`config.mk`:
```
export PLATFORM = sky130hd
export DESIGN_NAME = fft_mask_sched
export DESIGN_NICKNAME = d
export VERILOG_FILES = /design/src/rtl/fft_mask_pkg.sv /design/src/rtl/fft_mult.sv /design/src/rtl/fft_mask_sched.sv
export SDC_FILE = /design/constraint.sdc
export NUM_CORES = 2
export LEC_CHECK = 0
export CAP_MARGIN = 20
export CORE_UTILIZATION = 50
export CTS_BUF_LIST = sky130_fd_sc_hd__clkbuf_16
export CTS_CLUSTER_DIAMETER = 40
export DETAILED_ROUTE_END_ITERATION = 8
export GPL_TIMING_DRIVEN = 0
export PLACE_DENSITY = 0.68
export SETUP_SLACK_MARGIN = 0.1
export SLEW_MARGIN = 5
export SYNTH_ARGS = -nofsm -noshare
export SYNTH_HDL_FRONTEND = slang
export SYNTH_SLANG_ARGS = --single-unit
```
`constraint.sdc`:
```
create_clock -name clk_i -period 26.2 [get_ports clk_i]
set_input_delay 5.24 -clock clk_i [delete_from_list [all_inputs] [get_ports clk_i]]
set_output_delay 5.24 -clock clk_i [all_outputs]
set_load 0.02 [all_outputs]
```
`src/rtl/fft_mask_pkg.sv`:
```
// rtl/fft_mask_pkg.sv - shared state encoding and Q1.31 constants for fft_mask_sched
package fft_mask_pkg;

  localparam int DEF_DATA_WIDTH = 32;
  localparam int DEF_ADDR_WIDTH = 9;
  localparam int DEF_NUM_BINS   = 257;

  localparam logic [31:0] Q31_ONE  = 32'h7FFF_FFFF;
  localparam logic [31:0] Q31_ZERO = 32'h0000_0000;

  typedef enum logic [2:0] {
    IDLE = 3'd0,
    RD   = 3'd1,
    CAP  = 3'd2,
    MRE  = 3'd3,
    MIM  = 3'd4,
    OUT  = 3'd5,
    DONE = 3'd6
  } state_e;

endpackage

```
`src/rtl/fft_mult.sv`:
```
// rtl/fft_mult.sv - combinational Q1.31 x Q1.31 multiplier, truncated to Q1.31
module fft_mult #(
  parameter int DATA_WIDTH = 32
) (
  input  logic [DATA_WIDTH-1:0] mula_i,
  input  logic [DATA_WIDTH-1:0] mulb_i,
  output logic [DATA_WIDTH-1:0] mulout_o
);

  logic signed [2*DATA_WIDTH-1:0] a_ext;
  logic signed [2*DATA_WIDTH-1:0] b_ext;
  logic signed [2*DATA_WIDTH-1:0] prod;

  assign a_ext = $signed({{DATA_WIDTH{mula_i[DATA_WIDTH-1]}}, mula_i});
  assign b_ext = $signed({{DATA_WIDTH{mulb_i[DATA_WIDTH-1]}}, mulb_i});
  assign prod  = a_ext * b_ext;

  // Drop the redundant sign bit; arithmetic shift floors, -1 * -1 wraps.
  assign mulout_o = DATA_WIDTH'(prod >>> (DATA_WIDTH - 1));

endmodule

```
`src/rtl/fft_mask_sched.sv`:
```
// rtl/fft_mask_sched.sv - per-bin mask application sequencer sharing one multiplier
// Optional build macro MASK_CLAMP_EN: clamps captured mask to the non-negative range.
module fft_mask_sched
  import fft_mask_pkg::*;
#(
  parameter int DATA_WIDTH = DEF_DATA_WIDTH,
  parameter int NUM_BINS   = DEF_NUM_BINS,
  parameter int ADDR_WIDTH = DEF_ADDR_WIDTH
) (
  input  logic                  clk_i,
  input  logic                  rst_i,
  input  logic                  start_i,
  input  logic                  abort_i,
  output logic                  busy_o,
  output logic                  done_o,
  output logic                  fft_rd_o,
  output logic                  mask_rd_o,
  output logic [ADDR_WIDTH-1:0] bin_addr_o,
  input  logic [DATA_WIDTH-1:0] fft_re_i,
  input  logic [DATA_WIDTH-1:0] fft_im_i,
  input  logic [DATA_WIDTH-1:0] mask_i,
  output logic                  out_valid_o,
  input  logic                  out_ready_i,
  output logic [DATA_WIDTH-1:0] out_re_o,
  output logic [DATA_WIDTH-1:0] out_im_o,
  output logic [ADDR_WIDTH-1:0] out_bin_o
);

  localparam logic [2:0] ST_IDLE = IDLE;
  localparam logic [2:0] ST_RD   = RD;
  localparam logic [2:0] ST_CAP  = CAP;
  localparam logic [2:0] ST_MRE  = MRE;
  localparam logic [2:0] ST_MIM  = MIM;
  localparam logic [2:0] ST_OUT  = OUT;
  localparam logic [2:0] ST_DONE = DONE;

  localparam logic [ADDR_WIDTH-1:0] LAST_BIN = ADDR_WIDTH'(NUM_BINS - 1);

  logic [2:0]            state;
  logic [ADDR_WIDTH-1:0] bin;
  logic [DATA_WIDTH-1:0] re_q;
  logic [DATA_WIDTH-1:0] im_q;
  logic [DATA_WIDTH-1:0] mask_q;
  logic [DATA_WIDTH-1:0] out_re;
  logic [DATA_WIDTH-1:0] out_im;
  logic [DATA_WIDTH-1:0] mask_cap;
  logic [DATA_WIDTH-1:0] mult_a;
  logic [DATA_WIDTH-1:0] mult_p;

`ifdef MASK_CLAMP_EN
  assign mask_cap = mask_i[DATA_WIDTH-1] ? '0 : mask_i;
`else
  assign mask_cap = mask_i;
`endif

  // Real part goes through the multiplier in MRE, imaginary part in MIM.
  assign mult_a = (state == ST_MIM) ? im_q : re_q;

  fft_mult #(
    .DATA_WIDTH(DATA_WIDTH)
  ) u_fft_mult (
    .mula_i  (mult_a),
    .mulb_i  (mask_q),
    .mulout_o(mult_p)
  );

  always_ff @(posedge clk_i) begin
    if (rst_i) begin
      state  <= ST_IDLE;
      bin    <= '0;
      re_q   <= '0;
      im_q   <= '0;
      mask_q <= '0;
      out_re <= '0;
      out_im <= '0;
    end else if (abort_i) begin
      state <= ST_IDLE;
      bin   <= '0;
    end else begin
      case (state)
        ST_IDLE: begin
          if (start_i) begin
            state <= ST_RD;
            bin   <= '0;
          end
        end
        ST_RD:  state <= ST_CAP;
        ST_CAP: begin
          re_q   <= fft_re_i;
          im_q   <= fft_im_i;
          mask_q <= mask_cap;
          state  <= ST_MRE;
        end
        ST_MRE: begin
          out_re <= mult_p;
          state  <= ST_MIM;
        end
        ST_MIM: begin
          out_im <= mult_p;
          state  <= ST_OUT;
        end
        ST_OUT: begin
          if (out_ready_i) begin
            if (bin == LAST_BIN) begin
              state <= ST_DONE;
            end else begin
              bin   <= bin + 1'b1;
              state <= ST_RD;
            end
          end
        end
        ST_DONE: begin
          state <= ST_IDLE;
          bin   <= '0;
        end
        default: begin
          state <= ST_IDLE;
          bin   <= '0;
        end
      endcase
    end
  end

  assign busy_o      = (state != ST_IDLE);
  assign done_o      = (state == ST_DONE);
  assign fft_rd_o    = (state == ST_RD);
  assign mask_rd_o   = (state == ST_RD);
  assign bin_addr_o  = bin;
  assign out_valid_o = (state == ST_OUT);
  assign out_re_o    = out_re;
  assign out_im_o    = out_im;
  assign out_bin_o   = bin;

endmodule
```
==> impl_metrics.xml <==
<?xml version="1.0" encoding="UTF-8"?>
<metrics>
  <group name="outcome">
    <metric name="status" unit="">complete, but fails checks</metric>
    <metric name="violations" unit="">DRC</metric>
  </group>
  <group name="clock_network">
    <metric name="root_buffer_master" unit="">sky130_fd_sc_hd__clkbuf_16</metric>
    <metric name="clock_tree.buffer_depth" unit="">2</metric>
    <metric name="tritoncts" unit="">built</metric>
    <metric name="cts_setup_buffers" unit="">0</metric>
    <metric name="postCtsResizedCells" unit="">0</metric>
    <metric name="htreeDepth" unit="">4</metric>
    <metric name="path_clk_slew" unit="ns">0.07</metric>
    <metric name="cts.sink_count" unit="">172</metric>
    <metric name="cts_made_buffers" unit="">17</metric>
    <metric name="worst_skew_pair.late_latency" unit="ns">0.46</metric>
    <metric name="post_cts_hold_buffer_count" unit="">0</metric>
  </group>
  <group name="placement">
    <metric name="pre_cts_ws" unit="ns">15.27</metric>
    <metric name="placement.cell_area" unit="mm²">0.0456</metric>
    <metric name="gp_routability_congestion" unit="">1.02</metric>
    <metric name="portBuffers" unit="">185</metric>
    <metric name="place_hpwl" unit="µm">127000</metric>
  </group>
  <group name="synth">
    <metric name="synth_flop_cell" unit="">sky130_fd_sc_hd__dfxtp_1</metric>
    <metric name="netlist_instances" unit="">4640</metric>
    <metric name="yosys_register_bits" unit="">172</metric>
    <metric name="mappedNetlistArea" unit="mm²">0.0423</metric>
    <metric name="synth.net_count" unit="">5993</metric>
    <metric name="yosys-top-cells-area" unit="">sky130_fd_sc_hd__fa_1, sky130_fd_sc_hd__inv_1, sky130_fd_sc_hd__dfxtp_1, sky130_fd_sc_hd__and2_1, sky130_fd_sc_hd__nand2_1</metric>
    <metric name="synth_warnings" unit="">0</metric>
    <metric name="async_flop_share" unit="%">0</metric>
    <metric name="seq_area_frac_synth" unit="%">8.15</metric>
    <metric name="netlist-cell-type-count" unit="">68</metric>
    <metric name="top_cell_types_by_occurrence_after_synthesis" unit="">sky130_fd_sc_hd__fa_1, sky130_fd_sc_hd__inv_1, sky130_fd_sc_hd__nand2_1</metric>
    <metric name="synth_largest_area_cell" unit="">sky130_fd_sc_hd__fa_1</metric>
    <metric name="top_cell_type_s_share_of_synthesized_area" unit="%">50.8</metric>
    <metric name="synth_enable_flop_cells" unit="">0</metric>
    <metric name="dominant_cell_by_count_in_the_synthesized_netlist" unit="">sky130_fd_sc_hd__fa_1</metric>
    <metric name="post_synth.cell_area_avg" unit="µm²">9.11</metric>
  </group>
  <group name="cells_and_area">
    <metric name="drive_above_1_share" unit="%">1.87</metric>
    <metric name="n_fill_cell" unit="">7733</metric>
    <metric name="utilization" unit="%">55.1</metric>
    <metric name="final_design_area_no_fill" unit="mm²">0.0461</metric>
    <metric name="nNetsFinal" unit="">6198</metric>
    <metric name="synthToLayoutAreaGrowth" unit="%">9.12</metric>
  </group>
  <group name="job">
    <metric name="drv_cap" unit="">0</metric>
  </group>
  <group name="critical_path">
    <metric name="critical_path.endpoint_type" unit="">flip-flop</metric>
    <metric name="rr_endpoint" unit="">out_re_o[20]$_SDFFE_PP0P_</metric>
    <metric name="worstReg2RegStart" unit="">state[2]$_SDFFE_PP0P_</metric>
    <metric name="critical-path-slowest-cell" unit="">sky130_fd_sc_hd__clkbuf_1</metric>
    <metric name="timing.critical_path.from_type" unit="">flip-flop</metric>
    <metric name="cell_with_the_most_instances_on_the_worst_path" unit="">sky130_fd_sc_hd__fa_1</metric>
    <metric name="worst_ep_arrival_time" unit="ns">11.63</metric>
    <metric name="cpPeakStageDelay" unit="ns">0.88</metric>
    <metric name="cp_data_required_time" unit="ns">26.54</metric>
    <metric name="critical_path.max_fanout" unit="">10</metric>
    <metric name="rr_worst_depth" unit="">31</metric>
    <metric name="path_class" unit="">reg2reg</metric>
    <metric name="rrSetupSlack" unit="ns">14.91</metric>
  </group>
  <group name="floorplan">
    <metric name="die_w" unit="µm">293</metric>
    <metric name="floorplan.die_area" unit="mm²">0.0857</metric>
    <metric name="placement_rows" unit="">106</metric>
    <metric name="chipHeight" unit="µm">293</metric>
    <metric name="initial_utilization" unit="%">50.5</metric>
    <metric name="placeableCoreArea" unit="mm²">0.0837</metric>
    <metric name="io_pins" unit="">188</metric>
  </group>
  <group name="power">
    <metric name="power_density" unit="mW/mm²">12.0</metric>
    <metric name="cellLeakagePower" unit="nW">22.2</metric>
    <metric name="vdd_drop_max" unit="V">0.0000433</metric>
  </group>
  <group name="detailed_routing">
    <metric name="drt_pass1_iterations" unit="">7</metric>
    <metric name="detail_route.wl_per_cell" unit="µm">24.6</metric>
    <metric name="drt_first_iter_violations" unit="">2674</metric>
    <metric name="post-route-drc-count" unit="">2</metric>
    <metric name="route.detailed.vias_per_inst" unit="">5.60</metric>
    <metric name="via_count" unit="">33600</metric>
    <metric name="antenna_violating_nets_post_route" unit="">0</metric>
    <metric name="routed_wirelength" unit="µm">148000</metric>
  </group>
  <group name="global_routing">
    <metric name="grtUsageTotal" unit="%">35.7</metric>
    <metric name="grt.overflow.total" unit="">0</metric>
    <metric name="grt_max_degree" unit="">18</metric>
    <metric name="grt_first_pass_wirelength" unit="µm">223000</metric>
    <metric name="first_global_vias" unit="">35900</metric>
    <metric name="antenna_found_initial" unit="">9</metric>
  </group>
  <group name="timing">
    <metric name="tightestPinTransition" unit="ns">1.24</metric>
    <metric name="postLayoutSetupSlackWorst" unit="ns">14.91</metric>
    <metric name="fmaxAchievable" unit="MHz">88.6</metric>
    <metric name="maxSlewHeadroom" unit="%">17.5</metric>
    <metric name="finClkSkew" unit="ns">0.0133</metric>
    <metric name="setup_tns" unit="ns">0</metric>
    <metric name="min_period" unit="ns">11.29</metric>
    <metric name="finalHoldViolCount" unit="">0</metric>
    <metric name="grt_setup_unrepaired" unit="">no</metric>
    <metric name="timing_max_transition_violations_final" unit="">0</metric>
    <metric name="finalSetupViolCount" unit="">0</metric>
    <metric name="fin_crit_sh" unit="%">43.1</metric>
  </group>
  <group name="worst_hold_path">
    <metric name="worst_hold_launch" unit="">im_q[6]$_SDFFE_PP0P_</metric>
    <metric name="worstHoldPathCells" unit="">2</metric>
    <metric name="min-delay-path-class" unit="">reg2reg</metric>
    <metric name="worstHoldEndpoint" unit="">im_q[6]$_SDFFE_PP0P_</metric>
  </group>
</metrics>
-- where the power goes --
| group | total [mW] | leakage [nW] | internal (mW) | switching, mW |
|---|---|---|---|---|
| registers | 0.264 | 1.39 | 0.262 | 0.00146 |
| logic | 0.0448 | 20.5 | 0.0191 | 0.0257 |
| clock network | 0.247 | 0.274 | 0.125 | 0.122 |
| total | 0.555 | 22.2 | 0.406 | 0.149 |
-- worst max-delay path by stage --
stage | start | endpoint | slack, ns | cells past startpoint
after floorplan | state[2]$_SDFFE_PP0P_ | out_re_o[25]$_SDFFE_PP0P_ | 17.63 | 26
after global placement | state[2]$_SDFFE_PP0P_ | out_im_o[20]$_SDFFE_PP0P_ | 15.35 | 31
after detailed placement | state[2]$_SDFFE_PP0P_ | out_re_o[20]$_SDFFE_PP0P_ | 15.27 | 31
after CTS | state[2]$_SDFFE_PP0P_ | out_im_o[29]$_SDFFE_PP0P_ | 15.24 | 25
after global routing | state[2]$_SDFFE_PP0P_ | out_re_o[25]$_SDFFE_PP0P_ | 14.67 | 26
final | state[2]$_SDFFE_PP0P_ | out_re_o[20]$_SDFFE_PP0P_ | 14.91 | 31
-- area by class of cell --
class / count / area [µm²] / area share, %
diodes: 3 / 7.51 / 0.0163
plain buffers: 280 / 1090 / 2.36
clock buffers: 17 / 425 / 0.922
clock inverters: 14 / 131 / 0.285
inverters: 952 / 3570 / 7.75
multi-input cells: 3236 / 34200 / 74.1
flip-flops and latches: 172 / 3440 / 7.47
well taps: 1134 / 1420 / 3.08
repair buffers: 186 / 1870 / 4.05
-- stage by stage --
step | cells | total power [mW] | hold WS, ns
floorplan | 4640 | 0.285 | 0.433
global placement | 5959 | 0.313 | 0.440
detailed placement | 5960 | 0.313 | 0.443
CTS | 5991 | 0.555 | 0.454
global route | 5991 | 0.569 | 0.468
finish | 5994 | 0.555 | 0.455
-- logic make-up after synthesis --
logic type | after synthesis | synth area share [%]
buffers and inverters | 1232 | 11.0
AO/OA/AOI/OAI | 360 | 5.14
flip-flops | 172 | 8.15
adder cells (fa/ha/maj) | 1252 | 56.1
multiplexers | 37 | 0.980
AND/OR/NAND/NOR | 1545 | 17.7
XOR/XNOR | 42 | 0.870
-- metal layers --
metal,track usage (%),routed length (µm),up-vias
li1,-,-,14100
met1,44.0,54200,17200
met2,56.9,67700,1725
met3,7.53,13700,496
met4,23.9,12100,2
met5,0,13,-
-- critical path: cells and delay by family, from the launching register on --
family	cells	cell delay, ns
adders and majority gates	9	4.31
buffers and inverters	10	2.48
AOI/OAI and AO/OA	7	2.39
and+or+nand+nor	4	1.04
muxes	1	0.55
DFF	1	0.37
-- sequential cells by signal, summed over array words and instances, names as in the netlist --
name	flops
im_q	32
out_re_o	32
bin_addr_o	9
re_q	32
mask_q	32
state	3
out_im_o	32
-- cells in the final DEF, fill, tap and decap left out, types with 4 or more instances in the layout --
| cell | instances |
|---|---|
| sky130_fd_sc_hd__buf_1 | 5 |
| sky130_fd_sc_hd__a31oi_1 | 11 |
| sky130_fd_sc_hd__or3_1 | 9 |
| sky130_fd_sc_hd__o2111ai_1 | 7 |
| sky130_fd_sc_hd__nand2_1 | 785 |
| sky130_fd_sc_hd__xor2_1 | 17 |
| sky130_fd_sc_hd__and4_1 | 6 |
| sky130_fd_sc_hd__o21bai_1 | 7 |
| sky130_fd_sc_hd__mux2_2 | 31 |
| sky130_fd_sc_hd__a21boi_0 | 5 |
| sky130_fd_sc_hd__nor3_1 | 24 |
| sky130_fd_sc_hd__mux2i_1 | 5 |
| sky130_fd_sc_hd__and3_1 | 19 |
| sky130_fd_sc_hd__a21o_1 | 35 |
| sky130_fd_sc_hd__o21ai_0 | 49 |
| sky130_fd_sc_hd__o211ai_1 | 8 |
| sky130_fd_sc_hd__o21a_1 | 7 |
| sky130_fd_sc_hd__xnor2_1 | 25 |
| sky130_fd_sc_hd__nand3_1 | 47 |
| sky130_fd_sc_hd__inv_8 | 5 |
| sky130_fd_sc_hd__or2_2 | 5 |
| sky130_fd_sc_hd__o22ai_1 | 4 |
| sky130_fd_sc_hd__or4_1 | 4 |
| sky130_fd_sc_hd__a21oi_1 | 187 |
| sky130_fd_sc_hd__nor2_1 | 72 |
| sky130_fd_sc_hd__ha_1 | 180 |
| sky130_fd_sc_hd__inv_1 | 953 |
| sky130_fd_sc_hd__nor2b_1 | 11 |
| sky130_fd_sc_hd__nand4_1 | 27 |
| sky130_fd_sc_hd__buf_4 | 10 |
| sky130_fd_sc_hd__and2_1 | 513 |
| sky130_fd_sc_hd__o311ai_0 | 4 |
| sky130_fd_sc_hd__nand2b_1 | 6 |
| sky130_fd_sc_hd__dfxtp_1 | 172 |
| sky130_fd_sc_hd__clkbuf_1 | 264 |
| sky130_fd_sc_hd__clkdlybuf4s50_1 | 185 |
| sky130_fd_sc_hd__clkbuf_16 | 17 |
| sky130_fd_sc_hd__o31ai_1 | 5 |
| sky130_fd_sc_hd__fa_1 | 1072 |
No activity file was read; power rests on OpenSTA's default activity.
